**src/rtl/tetris_pkg.sv**
```systemverilog
// rtl/tetris_pkg.sv - shared piece, command, board and spawn definitions
//
// Piece type codes, move command codes, board geometry, spawn position and
// the controller's internal state/operation encodings.

package tetris_pkg;

    localparam int BOARD_W = 10;
    localparam int BOARD_H = 20;

    localparam logic [4:0] SPAWN_X = 5'd3;
    localparam logic [5:0] SPAWN_Y = 6'd0;

    typedef enum logic [2:0] {
        PIECE_I = 3'd0,
        PIECE_J = 3'd1,
        PIECE_L = 3'd2,
        PIECE_O = 3'd3,
        PIECE_S = 3'd4,
        PIECE_T = 3'd5,
        PIECE_Z = 3'd6
    } piece_t;

    typedef enum logic [2:0] {
        CMD_LEFT      = 3'd0,
        CMD_RIGHT     = 3'd1,
        CMD_ROT_CW    = 3'd2,
        CMD_ROT_CCW   = 3'd3,
        CMD_SOFT_DROP = 3'd4,
        CMD_HARD_DROP = 3'd5
    } cmd_t;

    typedef enum logic [2:0] {
        ST_EMPTY,
        ST_ACTIVE,
        ST_CHECK,
        ST_LOCK,
        ST_OVER
    } state_t;

    // What the running scan is for; decides where a failed scan goes.
    typedef enum logic [2:0] {
        OP_SPAWN,
        OP_SIDE,
        OP_ROT,
        OP_DOWN,
        OP_HARD
    } op_t;

endpackage

```
**src/rtl/piece_ctrl_shape.sv**
```systemverilog
// rtl/piece_ctrl_shape.sv - tetromino shape lookup for one 4x4 grid cell
//
// Ports:
//   piece_type  in  3  piece code (tetris_pkg piece_t); 7 has no cells
//   rot         in  2  rotation state, 0..3, each step clockwise
//   col, row    in  2  cell within the 4x4 shape grid
//   active      out 1  cell is occupied by the piece
//
// Only the spawn orientation is stored. I rotates inside the full 4x4 box,
// O never rotates, the rest rotate inside the top-left 3x3 box. The queried
// cell is rotated back to the spawn frame and looked up there.

module piece_ctrl_shape
    import tetris_pkg::*;
(
    input  logic [2:0] piece_type,
    input  logic [1:0] rot,
    input  logic [1:0] col,
    input  logic [1:0] row,
    output logic       active
);

    // Spawn-orientation masks, bit index = row*4 + col.
    function automatic logic [15:0] base_mask(input logic [2:0] t);
        case (t)
            PIECE_I: base_mask = 16'h00F0;
            PIECE_J: base_mask = 16'h0071;
            PIECE_L: base_mask = 16'h0074;
            PIECE_O: base_mask = 16'h0066;
            PIECE_S: base_mask = 16'h0036;
            PIECE_T: base_mask = 16'h0072;
            PIECE_Z: base_mask = 16'h0063;
            default: base_mask = 16'h0000;
        endcase
    endfunction

    logic [1:0]  r;
    logic [1:0]  c;
    logic [1:0]  tmp;
    logic [1:0]  span;
    logic        in_box;
    logic [15:0] mask;

    always_comb begin
        r      = row;
        c      = col;
        tmp    = 2'd0;
        span   = (piece_type == PIECE_I) ? 2'd3 : 2'd2;
        in_box = (piece_type == PIECE_I) || (row != 2'd3 && col != 2'd3);
        mask   = base_mask(piece_type);
        // One clockwise step maps (r,c) -> (c, span-r); undo it rot times.
        if (piece_type != PIECE_O) begin
            for (int i = 0; i < 3; i++) begin
                if (i < int'(rot)) begin
                    tmp = r;
                    r   = span - c;
                    c   = tmp;
                end
            end
        end
        active = in_box && mask[{r, c}];
    end

endmodule

```
**src/rtl/piece_ctrl.sv**
```systemverilog
// rtl/piece_ctrl.sv - active tetromino controller: spawn, move, collision scan, lock
//
// Ports:
//   clk, rst                      clock, asynchronous active-high reset
//   spawn_valid/ready, spawn_type new-piece handshake and piece code
//   cmd_valid/ready, cmd          move handshake (LEFT..HARD_DROP, 6-7 no-op)
//   grav_tick                     one-cycle gravity pulse
//   probe_x, probe_y, probe_hit   board occupancy query, answered same cycle
//   cur_type/rot/x/y, cur_live    committed active piece (x, y two's complement)
//   lock_valid, lock_ack          piece-lock handshake to the board merger
//   game_over                     sticky until reset
//
// Build option: PIECE_CTRL_WALLKICK_EN retries a failed rotation at x-1,
// then x+1, before discarding it.
//
// Every move is staged in cand_* and checked one shape cell per cycle
// against the board; cur_* only changes when all 16 cells pass.

module piece_ctrl
    import tetris_pkg::*;
(
    input  logic       clk,
    input  logic       rst,
    input  logic       spawn_valid,
    output logic       spawn_ready,
    input  logic [2:0] spawn_type,
    input  logic       cmd_valid,
    output logic       cmd_ready,
    input  logic [2:0] cmd,
    input  logic       grav_tick,
    output logic [3:0] probe_x,
    output logic [4:0] probe_y,
    input  logic       probe_hit,
    output logic [2:0] cur_type,
    output logic [1:0] cur_rot,
    output logic [4:0] cur_x,
    output logic [5:0] cur_y,
    output logic       cur_live,
    output logic       lock_valid,
    input  logic       lock_ack,
    output logic       game_over
);

    localparam logic [5:0] BX_MAX = 6'(BOARD_W - 1);
    localparam logic [6:0] BY_MAX = 7'(BOARD_H - 1);

    state_t     state_q, state_n;
    op_t        op_q, op_n;
    logic [3:0] idx_q, idx_n;
    logic       pend_q, pend_n;
    logic [2:0] cand_type_q, cand_type_n;
    logic [1:0] cand_rot_q, cand_rot_n;
    logic [4:0] cand_x_q, cand_x_n;
    logic [5:0] cand_y_q, cand_y_n;
    logic [2:0] cur_type_n;
    logic [1:0] cur_rot_n;
    logic [4:0] cur_x_n;
    logic [5:0] cur_y_n;
    logic       cur_live_n;
`ifdef PIECE_CTRL_WALLKICK_EN
    logic [1:0] kick_q, kick_n;
`endif

    logic       shape_on;
    logic [5:0] bx;
    logic [6:0] by;
    logic       cell_fail;

    piece_ctrl_shape u_shape (
        .piece_type (cand_type_q),
        .rot        (cand_rot_q),
        .col        (idx_q[1:0]),
        .row        (idx_q[3:2]),
        .active     (shape_on)
    );

    // Sign-extended board coordinates of the scanned cell.
    assign bx = {cand_x_q[4], cand_x_q} + {4'b0000, idx_q[1:0]};
    assign by = {cand_y_q[5], cand_y_q} + {5'b00000, idx_q[3:2]};

    assign probe_x = bx[3:0];
    assign probe_y = by[4:0];

    // Cells above the board never collide; probe_hit only matters once the
    // cell is known to be on the board (bx[5]/by[6] are the sign bits).
    assign cell_fail = shape_on && !by[6] &&
                       (bx[5] || (bx > BX_MAX) || (by > BY_MAX) || probe_hit);

    always_comb begin
        state_n     = state_q;
        op_n        = op_q;
        idx_n       = idx_q;
        pend_n      = pend_q;
        cand_type_n = cand_type_q;
        cand_rot_n  = cand_rot_q;
        cand_x_n    = cand_x_q;
        cand_y_n    = cand_y_q;
        cur_type_n  = cur_type;
        cur_rot_n   = cur_rot;
        cur_x_n     = cur_x;
        cur_y_n     = cur_y;
        cur_live_n  = cur_live;
`ifdef PIECE_CTRL_WALLKICK_EN
        kick_n      = kick_q;
`endif
        spawn_ready = 1'b0;
        cmd_ready   = 1'b0;
        lock_valid  = 1'b0;
        game_over   = 1'b0;

        // Ticks outside ACTIVE are remembered (merged) and served later.
        if (grav_tick && state_q != ST_ACTIVE) begin
            pend_n = 1'b1;
        end

        case (state_q)
            ST_EMPTY: begin
                spawn_ready = 1'b1;
                if (spawn_valid) begin
                    cand_type_n = spawn_type;
                    cand_rot_n  = 2'd0;
                    cand_x_n    = SPAWN_X;
                    cand_y_n    = SPAWN_Y;
                    op_n        = OP_SPAWN;
                    idx_n       = 4'd0;
                    state_n     = ST_CHECK;
                end
            end

            ST_ACTIVE: begin
                cmd_ready   = !pend_q && !grav_tick;
                cand_type_n = cur_type;
                cand_rot_n  = cur_rot;
                cand_x_n    = cur_x;
                cand_y_n    = cur_y;
                idx_n       = 4'd0;
`ifdef PIECE_CTRL_WALLKICK_EN
                kick_n      = 2'd0;
`endif
                if (pend_q || grav_tick) begin
                    pend_n   = 1'b0;
                    cand_y_n = cur_y + 6'd1;
                    op_n     = OP_DOWN;
                    state_n  = ST_CHECK;
                end else if (cmd_valid) begin
                    state_n = ST_CHECK;
                    case (cmd)
                        CMD_LEFT: begin
                            cand_x_n = cur_x - 5'd1;
                            op_n     = OP_SIDE;
                        end
                        CMD_RIGHT: begin
                            cand_x_n = cur_x + 5'd1;
                            op_n     = OP_SIDE;
                        end
                        CMD_ROT_CW: begin
                            cand_rot_n = cur_rot + 2'd1;
                            op_n       = OP_ROT;
                        end
                        CMD_ROT_CCW: begin
                            cand_rot_n = cur_rot - 2'd1;
                            op_n       = OP_ROT;
                        end
                        CMD_SOFT_DROP: begin
                            cand_y_n = cur_y + 6'd1;
                            op_n     = OP_DOWN;
                        end
                        CMD_HARD_DROP: begin
                            cand_y_n = cur_y + 6'd1;
                            op_n     = OP_HARD;
                        end
                        default: state_n = ST_ACTIVE;
                    endcase
                end
            end

            ST_CHECK: begin
                if (cell_fail) begin
                    idx_n = 4'd0;
                    case (op_q)
                        OP_SPAWN:         state_n = ST_OVER;
                        OP_DOWN, OP_HARD: state_n = ST_LOCK;
`ifdef PIECE_CTRL_WALLKICK_EN
                        OP_ROT: begin
                            if (kick_q == 2'd0) begin
                                cand_x_n = cur_x - 5'd1;
                                kick_n   = 2'd1;
                            end else if (kick_q == 2'd1) begin
                                cand_x_n = cur_x + 5'd1;
                                kick_n   = 2'd2;
                            end else begin
                                state_n = ST_ACTIVE;
                            end
                        end
`endif
                        default:          state_n = ST_ACTIVE;
                    endcase
                end else if (idx_q == 4'd15) begin
                    cur_type_n = cand_type_q;
                    cur_rot_n  = cand_rot_q;
                    cur_x_n    = cand_x_q;
                    cur_y_n    = cand_y_q;
                    cur_live_n = 1'b1;
                    idx_n      = 4'd0;
                    // Hard drop keeps stepping down from the row just committed.
                    if (op_q == OP_HARD) begin
                        cand_y_n = cand_y_q + 6'd1;
                    end else begin
                        state_n = ST_ACTIVE;
                    end
                end else begin
                    idx_n = idx_q + 4'd1;
                end
            end

            ST_LOCK: begin
                lock_valid = 1'b1;
                if (lock_ack) begin
                    cur_live_n = 1'b0;
                    state_n    = ST_EMPTY;
                end
            end

            ST_OVER: begin
                game_over = 1'b1;
            end

            default: state_n = ST_EMPTY;
        endcase
    end

    always_ff @(posedge clk or posedge rst) begin
        if (rst) begin
            state_q     <= ST_EMPTY;
            op_q        <= OP_SPAWN;
            idx_q       <= 4'd0;
            pend_q      <= 1'b0;
            cand_type_q <= 3'd0;
            cand_rot_q  <= 2'd0;
            cand_x_q    <= 5'd0;
            cand_y_q    <= 6'd0;
            cur_type    <= 3'd0;
            cur_rot     <= 2'd0;
            cur_x       <= 5'd0;
            cur_y       <= 6'd0;
            cur_live    <= 1'b0;
`ifdef PIECE_CTRL_WALLKICK_EN
            kick_q      <= 2'd0;
`endif
        end else begin
            state_q     <= state_n;
            op_q        <= op_n;
            idx_q       <= idx_n;
            pend_q      <= pend_n;
            cand_type_q <= cand_type_n;
            cand_rot_q  <= cand_rot_n;
            cand_x_q    <= cand_x_n;
            cand_y_q    <= cand_y_n;
            cur_type    <= cur_type_n;
            cur_rot     <= cur_rot_n;
            cur_x       <= cur_x_n;
            cur_y       <= cur_y_n;
            cur_live    <= cur_live_n;
`ifdef PIECE_CTRL_WALLKICK_EN
            kick_q      <= kick_n;
`endif
        end
    end

endmodule

```
**config.mk**
```make
export PLATFORM = sky130hd
export DESIGN_NAME = piece_ctrl
export DESIGN_NICKNAME = d
export VERILOG_FILES = /design/src/rtl/tetris_pkg.sv /design/src/rtl/piece_ctrl_shape.sv /design/src/rtl/piece_ctrl.sv
export SDC_FILE = /design/constraint.sdc
export NUM_CORES = 1
export LEC_CHECK = 0
export ABC_AREA = 1
export BUFFER_PORTS_ARGS = -buffer_cell sky130_fd_sc_hd__buf_4
export CAP_MARGIN = 0
export CORE_AREA = 2 2 95 74
export CTS_CLUSTER_SIZE = 28
export DETAILED_ROUTE_END_ITERATION = 8
export DIE_AREA = 0 0 97 76
export GPL_TIMING_DRIVEN = 0
export PLACE_DENSITY_LB_ADDON = 0.15
export SYNTH_ARGS = -nofsm -noshare
export SYNTH_HDL_FRONTEND = slang
export SYNTH_SLANG_ARGS = --single-unit
```
**constraint.sdc**
```tcl
create_clock -name clk -period 2.3 [get_ports clk]
set_input_delay 0.46 -clock clk [delete_from_list [all_inputs] [get_ports clk]]
set_output_delay 0.46 -clock clk [all_outputs]
set_load 0.005 [all_outputs]
```
After elaboration in Yosys (flattened, before gate mapping)
Cells that the tools add are included.
{ "totals": {"input_bits": 13, "elab_cells": 161, "ff_bits": 44, "out_inout_bits": 30} }
{ "op_classes": {"order_cmp": 6, "reduce_logical": 33, "mux": 64, "add_sub_neg": 12, "bitwise_logic": 2, "eq_ne": 31} }
{ "ops": {"columns": ["cell", "count"], "rows": [
  ["$pmux 8 s7", 1],
  ["$mux 6", 7],
  ["$mux 3", 11],
  ["$mux 2", 14],
  ["$eq 3x2->1 const B", 7],
  ["$eq 3x3->1 const B", 7],
  ["$pmux 5 s2", 2],
  ["$pmux 3 s2", 3],
  ["$pmux 6 s3", 1],
  ["$mux 5", 3],
  ["$pmux 3 s5", 1],
  ["$ne 2x2->1 const B", 7],
  ["$add 6x1->6 const B", 2],
  ["$logic_not 3->1", 4],
  ["$mux 1", 12],
  ["$mux 4", 3],
  ["$pmux 3 s4", 1],
  ["$pmux 4 s3", 1],
  ["$eq 3x1->1 const B", 3],
  ["$ne 3x3->1 const B", 3],
  ["$pmux 2 s2", 2],
  ["$reduce_and 4->1", 2],
  ["$reduce_or 2->1", 4],
  ["$add 6x3->7", 1],
  ["other kinds (29)", 46]
]} }

Longest topological paths before layout
Gate-level depths: netlist of run 1.
{ "depth": {"depth_word": 16, "ltp_mapped": 20, "mapped_depth_nobuf": 19} }

Cells and area by module
From an unflattened synthesis of run 1, not the netlist that was laid out.
{ "unflattened": {"hier_cells": 513, "area_unflattened_um2": 3572.2} }
{ "by_module_without_submodules": {"columns": ["mod", "area_per_inst_um2", "instances", "cells_per_inst", "seq_area_each_um2"], "rows": [
  ["piece_ctrl", 2984.1, 1, 398, 1101.1],
  ["piece_ctrl_shape", 588.1, 1, 115, 0.0]
]} }

Worst setup path after synthesis of run 1
OpenSTA, ideal clock, no wires.
{ "synth_path": {"path_type": "flip-flop to flip-flop", "from": "register cand_type_q[2]", "to": "register cur_type[0]", "arrival_time_ps": 2309, "slack_ps": -128, "setup_ps": 119, "path_stages_with_launch": 16, "cell_sequence": "dfrtp_1 -> inv_1 -> nand2_1 -> ha_1 -> inv_1 -> nand3_1 -> nand2_1 -> ha_1 -> nand2_1 -> a31oi_1 -> nand3_1 -> nand3_4 -> nand3_4 -> buf_4 -> nand2_1 -> o21ai_2"} }
{ "synth_via": {"elab_chain_cells": 16} }
{ "synth_rtl": {"columns": ["item", "line", "source"], "rows": [
  ["start: declaration", "piece_ctrl.sv:51", "logic [2:0] cand_type_q, cand_type_n;"],
  ["start signal: assignment", "piece_ctrl.sv:255", "cand_type_q <= cand_type_n;"],
  ["$logic_not 3->1", "piece_ctrl_shape.sv:25, piece_ctrl_shape.sv:48, piece_ctrl_shape.sv:49", null],
  ["$mux 1", "piece_ctrl_shape.sv:48", "span = (piece_type == PIECE_I) ? 2'd3 : 2'd2;"],
  ["$sub 2x2->2", "piece_ctrl_shape.sv:56", "r = span - c;"],
  ["$mux 2 (2 in series)", "piece_ctrl_shape.sv:54", "if (i < int'(rot)) begin"],
  ["$mux 2", "piece_ctrl_shape.sv:52", "if (piece_type != PIECE_O) begin"],
  ["$sub 2x2->2", "piece_ctrl_shape.sv:56", null],
  ["$mux 2", "piece_ctrl_shape.sv:54", null],
  ["$mux 2", "piece_ctrl_shape.sv:52", null],
  ["$bmux 1 s4", "piece_ctrl_shape.sv:61", "active = in_box && mask[{r, c}];"],
  ["$mux 1 (implied by the code)", "piece_ctrl_shape.sv:61", null],
  ["$logic_and 1x1->1 (*)", "piece_ctrl_shape.sv:61", null],
  ["$logic_and 1x1->1 (*) (2 in series)", "piece_ctrl.sv:86", "assign cell_fail = shape_on && !by[6] &&"],
  ["$not 1->1 (no source line) (*)", null, null],
  ["$reduce_and 3->1 (no source line) (*)", null, null],
  ["end signal: assignment", "piece_ctrl.sv:259", "cur_type <= cur_type_n;"],
  ["end: declaration", "piece_ctrl.sv:34", "output logic [2:0] cur_type,"]
]} }
Every way passes the cells marked *; elsewhere a longest branch is shown, timed or not. The select of a mux whose other input is x is not followed.
A chain may end at the register's enable or synchronous reset.

Final worst setup path of run 1
{ "layout_path": {"from": "register cand_type_q[1]", "to": "register cur_rot[0]"} }
{ "layout_via": {"elab_chain_cells": 16} }
{ "layout_rtl": {"columns": ["item", "line", "source"], "rows": [
  ["$logic_not 3->1", "piece_ctrl_shape.sv:25, piece_ctrl_shape.sv:48, piece_ctrl_shape.sv:49", null],
  ["$mux 1", "piece_ctrl_shape.sv:48", null],
  ["$sub 2x2->2", "piece_ctrl_shape.sv:56", null],
  ["$mux 2 (2 in series)", "piece_ctrl_shape.sv:54", null],
  ["$mux 2", "piece_ctrl_shape.sv:52", null],
  ["$sub 2x2->2", "piece_ctrl_shape.sv:56", null],
  ["$mux 2", "piece_ctrl_shape.sv:54", null],
  ["$mux 2", "piece_ctrl_shape.sv:52", null],
  ["$bmux 1 s4", "piece_ctrl_shape.sv:61", null],
  ["$mux 1 (implied by the code)", "piece_ctrl_shape.sv:61", null],
  ["$logic_and 1x1->1 (*)", "piece_ctrl_shape.sv:61", null],
  ["$logic_and 1x1->1 (*) (2 in series)", "piece_ctrl.sv:86", null],
  ["$not 1->1 (no source line) (*)", null, null],
  ["$reduce_and 3->1 (no source line) (*)", null, null],
  ["end signal: assignment", "piece_ctrl.sv:260", "cur_rot <= cur_rot_n;"],
  ["end: declaration", "piece_ctrl.sv:35", "output logic [1:0] cur_rot,"]
]} }
Marked as above.

==> impl_metrics.yaml, run 1 <==
setup_path:
  cp_num_cells: 16
  worst_ep_required_time_ns: 2.49
  rr_worst_depth: 16
  end_kind: "register"
  critPathMostFrequentCell: "nand3_4"
  worst-path-buf-inv: 4
  slowest_delay_ns: 0.40
  path_cells: "nor2_2 -> nand2_2 -> buf_4 -> buf_4 -> ha_4 -> or2_1 -> nand3_2 -> nand3_1 -> nand3_2 -> nand3_4 -> nand3_4 -> nand3_4 -> buf_12 -> buf_8 -> nand2_1 -> o21ai_2"
  crit_type: "register to register"
  slowest_stage: "dfrtp_1"
  cpLargestDelayFamily: "simple AND/OR/NAND/NOR gates"
  worstPathMaxFanout: 7
  worst_setup_path_start_kind: "register"
  cp.arrival_ns: 2.71
global_routing:
  grt_max_degree: 39
  antenna_found_initial: 0
  grt-ovfl-total: 0
  grt_pass1_wl_um: 16660
  first_global_vias: 3348
  grt_usage_pct: 27.77
outcome:
  violations: "negative setup slack"
  status: "finished with violations"
drt:
  drt-initial-drc-count: 341
  num_vias: 3530
  remaining_drc_errors: 0
  detail-route-antenna-nets: 0
  drt-pass1-iter-count: 5
  wirelength_um: 10050
  vias_per_cell: 5.490
  routedWlPerCell_um: 15.63
clock_network:
  clockBufferDepth: 2
  root_buffer: "clkbuf_8"
  clock-sinks: 44
  cts_made_buffers: 5
  clkTransAtPathRegs_ns: 0.09
  ctsHoldBuffers: 0
  clkLatencyLatePin_ns: 0.30
  cts_tree: "done"
  htreeDepth: 2
synth:
  syn-num-nets: 514
  yosys.area.top_type_share_pct: 32.95
  synth.area.top_cells: "dfrtp_1 33%, nand2_1 14%, inv_1 7.7%, nand3_1 7.2%, nor2_1 5.3%"
  synth_flop_cell: "dfrtp_1"
  async_flop_share_pct: 100.0
  ys_types: 45
  synth_cells: 485
  yosysTopAreaCell: "dfrtp_1"
  yosys-top-cells-count: "125 x nand2_1, 69 x inv_1, 48 x nand3_1"
  ys_seq_elements: 44
  synth_most_common_cell: "nand2_1"
  netlist_area_mm2: 0.003342
  synth_edf_count: 0
  synth_seq_area_share_pct: 32.95
  yosys_warnings: 0
  avgSynthCellArea_um2: 6.891
sta:
  slew_violations: 0
  setup_ws_ns: -0.2199
  finalSetupTns_ns: -5.148
  finalSetupViolCount: 29
  timing.fmax_ghz: 0.3968
  rsz0062_at_grt: "yes"
  worstMarginPinSlew_ns: 0.6748
  fin_worst_skew_ns: 0.008790
  whs_ns: 0.04928
  min_period_over_period_pct: 109.6
  hold_viol: 0
  fin_crit_ns: 2.520
  slew_headroom_pct: 54.54
floorplanning:
  ios: 43
  start_util_pct: 51.11
  die_y_um: 76
  rows: 26
  dieArea_mm2: 0.007372
  core_mm2: 0.006539
  dieWidth_um: 97
flow_run:
  drv_cap: 0
final_layout:
  drive_above_1_share_pct: 31.84
  antenna_cells: 0
  finish.net_count: 587
  area_delta_synth_final_pct: 34.78
  final_area_mm2: 0.004504
  stdcell_count: 643
  finalCoreUtilization_pct: 68.89
power:
  comb_power_share_pct: 61.7
  p_int_mw: 2.320
  seqPwrFrac_pct: 23.7
  power.density_mw_per_mm2: 984.8
  ir_worst_vdd_mv: 0.6260
  p_switching_mw: 2.116
  p_total_mw: 4.436
  swShare_pct: 47.71
  p_leak_nw: 2.229
  clkPwrFrac_pct: 14.7
hold_path:
  hold_path_class: "primary input to asynchronous set/reset pin"
placed_design:
  detailedPlace.worstSlack_ns: -0.4220
  hpwl_um: 6961
  place_congestion: 0.9481
  io_buffers: 42
  placed_area_mm2: 0.003799
  post-place-cells: 612
[what timing repair did]
| action | 4_1_cts | 5_1_grt |
|---|---|---|
| cloned | 3 | 0 |
| gates resized for setup | 76 | 30 |
| pin swaps | 24 | 20 |
| setup buffers | 18 | 2 |
| setup endpoints to repair | 36 | 30 |
[final cells by class]
cell class                      count  area (um2)
Multi-Input combinational cell    362        2237
Fill cell                         549        2034
Sequential cell                    44        1107
Timing Repair Buffer               65       568.0
Inverter                           73       279.0
Tap cell                           84       105.1
Clock buffer                        7       96.34
Buffer                              7       81.33
Clock inverter                      1       30.03
[cell usage in the layout (no fill, tap or decap), types with 2 or more instances in the layout]
cell type / netlist / routed
nor4_1: 3 / 3
nand3_4: 2 / 4
inv_2: 3 / 12
a22oi_1: 2 / 2
dfrtp_2: 0 / 5
a21oi_2: 2 / 3
nor2_1: 47 / 41
o21ai_0: 31 / 23
inv_1: 69 / 60
nand3_1: 48 / 38
nor3_1: 9 / 9
nand3_2: 2 / 10
buf_4: 2 / 58
nor2_2: 2 / 5
nand2_2: 2 / 25
o21ai_2: 4 / 13
o211ai_1: 2 / 2
fa_2: 0 / 2
buf_12: 0 / 4
buf_16: 0 / 2
buf_6: 3 / 5
xor2_1: 5 / 5
nand2_1: 125 / 97
nand2_4: 1 / 6
a21o_1: 2 / 2
ha_4: 0 / 4
nand4_1: 5 / 5
clkbuf_1: 2 / 2
ha_1: 13 / 9
dfrtp_1: 44 / 39
clkbuf_8: 0 / 7
o21ai_1: 12 / 11
o22ai_1: 6 / 6
nor2_4: 1 / 4
a21oi_1: 17 / 16
[sequential cells by signal, summed over array words and instances, names as in the netlist]
register / cells
state_q: 3
cand_type_q: 3
cur_y: 6
cand_rot_q: 2
pend_q: 1
idx_q: 4
cur_live: 1
cur_type: 3
cur_x: 5
op_q: 3
cand_y_q: 6
cur_rot: 2
cand_x_q: 5
[kinds of logic (layout without fill, tap and decap cells)]
logic type	Yosys count	after routing	synth area share, %
buffers and inverters	80	153	9.959
XOR/XNOR	6	6	1.572
AND/OR/NAND/NOR	252	253	33.55
adder cells (fa/ha/maj)	16	16	6.664
AO/OA/AOI/OAI	87	87	15.31
flip-flops	44	44	32.95
[path summary, 6_finish.rpt]
path,from,end,slack [ns]
hold reg to reg,cur_live$_DFFE_PP0P_,cur_live$_DFFE_PP0P_,0.54
max in group asynchronous,rst,cand_type_q[2]$_DFFE_PP0P_,1.78
min in group clk,lock_ack,cur_live$_DFFE_PP0P_,0.35
setup / recovery,cand_type_q[1]$_DFFE_PP0P_,cur_rot[0]$_DFFE_PP0P_,-0.22
hold / removal,rst,cur_live$_DFFE_PP0P_,0.05
setup reg to reg,cand_type_q[1]$_DFFE_PP0P_,cur_rot[0]$_DFFE_PP0P_,-0.22
[power groups by stage]
stage,combinational (mW),sequential (mW),clock (mW)
2_1_floorplan,1.33,1.04,0
3_3_place_gp,1.80,1.09,0
3_5_place_dp,1.85,1.09,0
4_1_cts,2.42,1.04,0.656
5_1_grt,2.99,1.07,0.693
6_report,2.74,1.05,0.650
[per-layer routing]
metal	GRT usage [%]	vias up	wire length (um)
met2	44.10	107	4552
met1	40.18	1663	4775
met5	0	-	0
li1	-	1747	-
met3	4.128	13	575
met4	6.901	0	150
Power figures use the tool's default switching activity.
==> run 2, diff against run 1 <==
--- a/config.mk
+++ b/config.mk
@@ -14,6 +14,7 @@
 export DIE_AREA = 0 0 97 76
 export GPL_TIMING_DRIVEN = 0
 export PLACE_DENSITY_LB_ADDON = 0.15
+export RECOVER_POWER = 50
 export SYNTH_ARGS = -nofsm -noshare
 export SYNTH_HDL_FRONTEND = slang
 export SYNTH_SLANG_ARGS = --single-unit
==> impl_metrics.yaml, run 2 (synthesis gave the netlist of run 1 again) <==
outcome:
  status: "finished with violations"
  violations: "negative setup slack"
setup_path:
  cp.arrival_ns: 2.72
  worst-path-buf-inv: 4
  worst_ep_required_time_ns: 2.49
  rrSetupSlack_ns: -0.23
  worst_setup_path_start_kind: "register"
  critPathMostFrequentCell: "nand3_4"
  end_kind: "register"
  rr_worst_depth: 16
  worstPathMaxFanout: 7
  r2r_start: "cand_type_q[1]$_DFFE_PP0P_"
  r2r_end: "cur_rot[0]$_DFFE_PP0P_"
  slowest_delay_ns: 0.40
  slowest_stage: "dfrtp_1"
  crit_type: "register to register"
  cpLargestDelayFamily: "simple AND/OR/NAND/NOR gates"
  path_cells: "nor2_2 -> nand2_2 -> buf_4 -> buf_4 -> ha_4 -> or2_1 -> nand3_2 -> nand3_1 -> nand3_2 -> nand3_4 -> nand3_4 -> nand3_4 -> buf_12 -> buf_8 -> nand2_1 -> o21ai_2"
placed_design:
  io_buffers: 42
  hpwl_um: 6961
  placed_area_mm2: 0.003799
  post-place-cells: 612
  place_congestion: 0.9481
sta:
  fin_worst_skew_ns: 0.01079
  finalSetupTns_ns: -5.235
  rsz0062_at_grt: "yes"
  slew_violations: 0
  fin_crit_ns: 2.526
  setup_ws_ns: -0.2259
  worstMarginPinSlew_ns: 0.9614
  timing.fmax_ghz: 0.3959
  min_period_over_period_pct: 109.8
  slew_headroom_pct: 35.90
  finalSetupViolCount: 29
  hold_viol: 0
clock_network:
  clkLatencyLatePin_ns: 0.30
  clockBufferDepth: 2
  cts_tree: "done"
  clkTransAtPathRegs_ns: 0.09
  cts_made_buffers: 5
  root_buffer: "clkbuf_8"
  ctsHoldBuffers: 0
  htreeDepth: 2
  clock-sinks: 44
drt:
  num_vias: 3574
  drt-initial-drc-count: 225
  detail-route-antenna-nets: 0
  remaining_drc_errors: 0
  vias_per_cell: 5.558
  drt-pass1-iter-count: 5
  routedWlPerCell_um: 15.62
  wirelength_um: 10050
final_layout:
  largest_registers: "cand_y_q (6), cur_y (6)"
  finish.net_count: 587
  final_area_mm2: 0.004489
  antenna_cells: 0
  final_common_cell: "nand2_1"
  multiInputGateArea_mm2: 0.002237
  drive_above_1_share_pct: 31.66
  regArea_mm2: 0.001107
  stdcell_count: 643
  final_cell_mix: "97 x nand2_1, 61 x inv_1, 57 x buf_4"
  area_delta_synth_final_pct: 34.33
  fillers: 551
floorplanning:
  ios: 43
  rows: 26
  start_util_pct: 51.11
  dieWidth_um: 97
  die_y_um: 76
  core_mm2: 0.006539
  dieArea_mm2: 0.007372
hold_path:
  hold_path_class: "primary input to asynchronous set/reset pin"
global_routing:
  antenna_found_initial: 0
  first_global_vias: 3348
  grt_max_degree: 39
  grt_usage_pct: 27.77
  grt-ovfl-total: 0
  grt_pass1_wl_um: 16660
power:
  ir_worst_vdd_mv: 0.6256
  power.density_mw_per_mm2: 986.7
  p_leak_nw: 2.225
flow_run:
  drv_cap: 0
## run 2: cell count changes in the layout (fill, tap and decap cells not counted)
cell	previous run	this run
buf_12	4	3
buf_4	58	57
clkbuf_2	0	1
clkbuf_4	0	1
inv_1	60	61
inv_2	12	11
## run 2: where the power goes
| group | internal, mW | switching [mW] | leakage [nW] | total, mW |
|---|---|---|---|---|
| clock network | 0.384 | 0.268 | 0.0645 | 0.652 |
| logic | 1.02 | 1.71 | 1.59 | 2.73 |
| registers | 0.910 | 0.139 | 0.569 | 1.05 |
## run 2: area by class of cell
type	instances	area share, %
Multi-Input combinational cell	362	49.83
Sequential cell	44	24.67
Timing Repair Buffer	65	12.32
Inverter	73	6.215
Tap cell	84	2.341
Clock buffer	7	2.146
Buffer	7	1.812
Clock inverter	1	0.6689
## run 2: layer usage
layer,routed length [um],global-route usage (%),part of all wire [%]
met3,756,4.128,7.5
met4,149,6.901,1.5
met2,4599,44.10,46
met1,4540,40.18,45
met5,0,0,0
## run 2: stage by stage
| stage | setup slack (ns) | hold slack (ns) | power (mW) | util, % |
|---|---|---|---|---|
| CTS | -0.1560 | 0.04913 | 4.108 | 67.11 |
| global route | -0.3271 | 0.1192 | 4.747 | 68.66 |
| global placement | -0.3708 | 0.5108 | 2.888 | 57.79 |
| finish | -0.2259 | 0.07296 | 4.430 | 68.66 |
| detailed placement | -0.4220 | 0.3754 | 2.938 | 58.09 |
| floorplan | 0.003324 | 0.4926 | 2.375 | - |
## run 2: worst max path at each step
| stage | from | end | cells after the start |
|---|---|---|---|
| after CTS | cand_type_q[1]$_DFFE_PP0P_ | cur_x[1]$_DFFE_PP0P_ | 16 |
| after detailed placement | idx_q[1]$_DFFE_PP0P_ | state_q[0]$_DFFE_PP0P_ | 17 |
| after global routing | cand_rot_q[1]$_DFFE_PP0P_ | cur_rot[0]$_DFFE_PP0P_ | 20 |
| after floorplan | cand_type_q[1]$_DFFE_PP0P_ | cur_type[0]$_DFFE_PP0P_ | 16 |
| after global placement | idx_q[1]$_DFFE_PP0P_ | state_q[0]$_DFFE_PP0P_ | 17 |
| final | cand_type_q[1]$_DFFE_PP0P_ | cur_rot[0]$_DFFE_PP0P_ | 16 |
## run 2: worst register-to-register path, cell delays in order, from the launching register on
cell,delay (ns)
dfrtp_1,0.40
nor2_2,0.14
nand2_2,0.10
buf_4,0.14
buf_4,0.15
ha_4,0.25
or2_1,0.23
nand3_2,0.09
nand3_1,0.10
nand3_2,0.09
nand3_4,0.09
nand3_4,0.12
nand3_4,0.09
buf_12,0.18
buf_8,0.14
nand2_1,0.07
o21ai_2,0.05
## run 2: repair_timing
action | 4_1_cts | 5_1_grt
pin swaps | 24 | 20
resized for setup | 76 | 30
setup buffers | 18 | 2
endpoints found under the setup margin | 36 | 30
gates cloned | 3 | 0
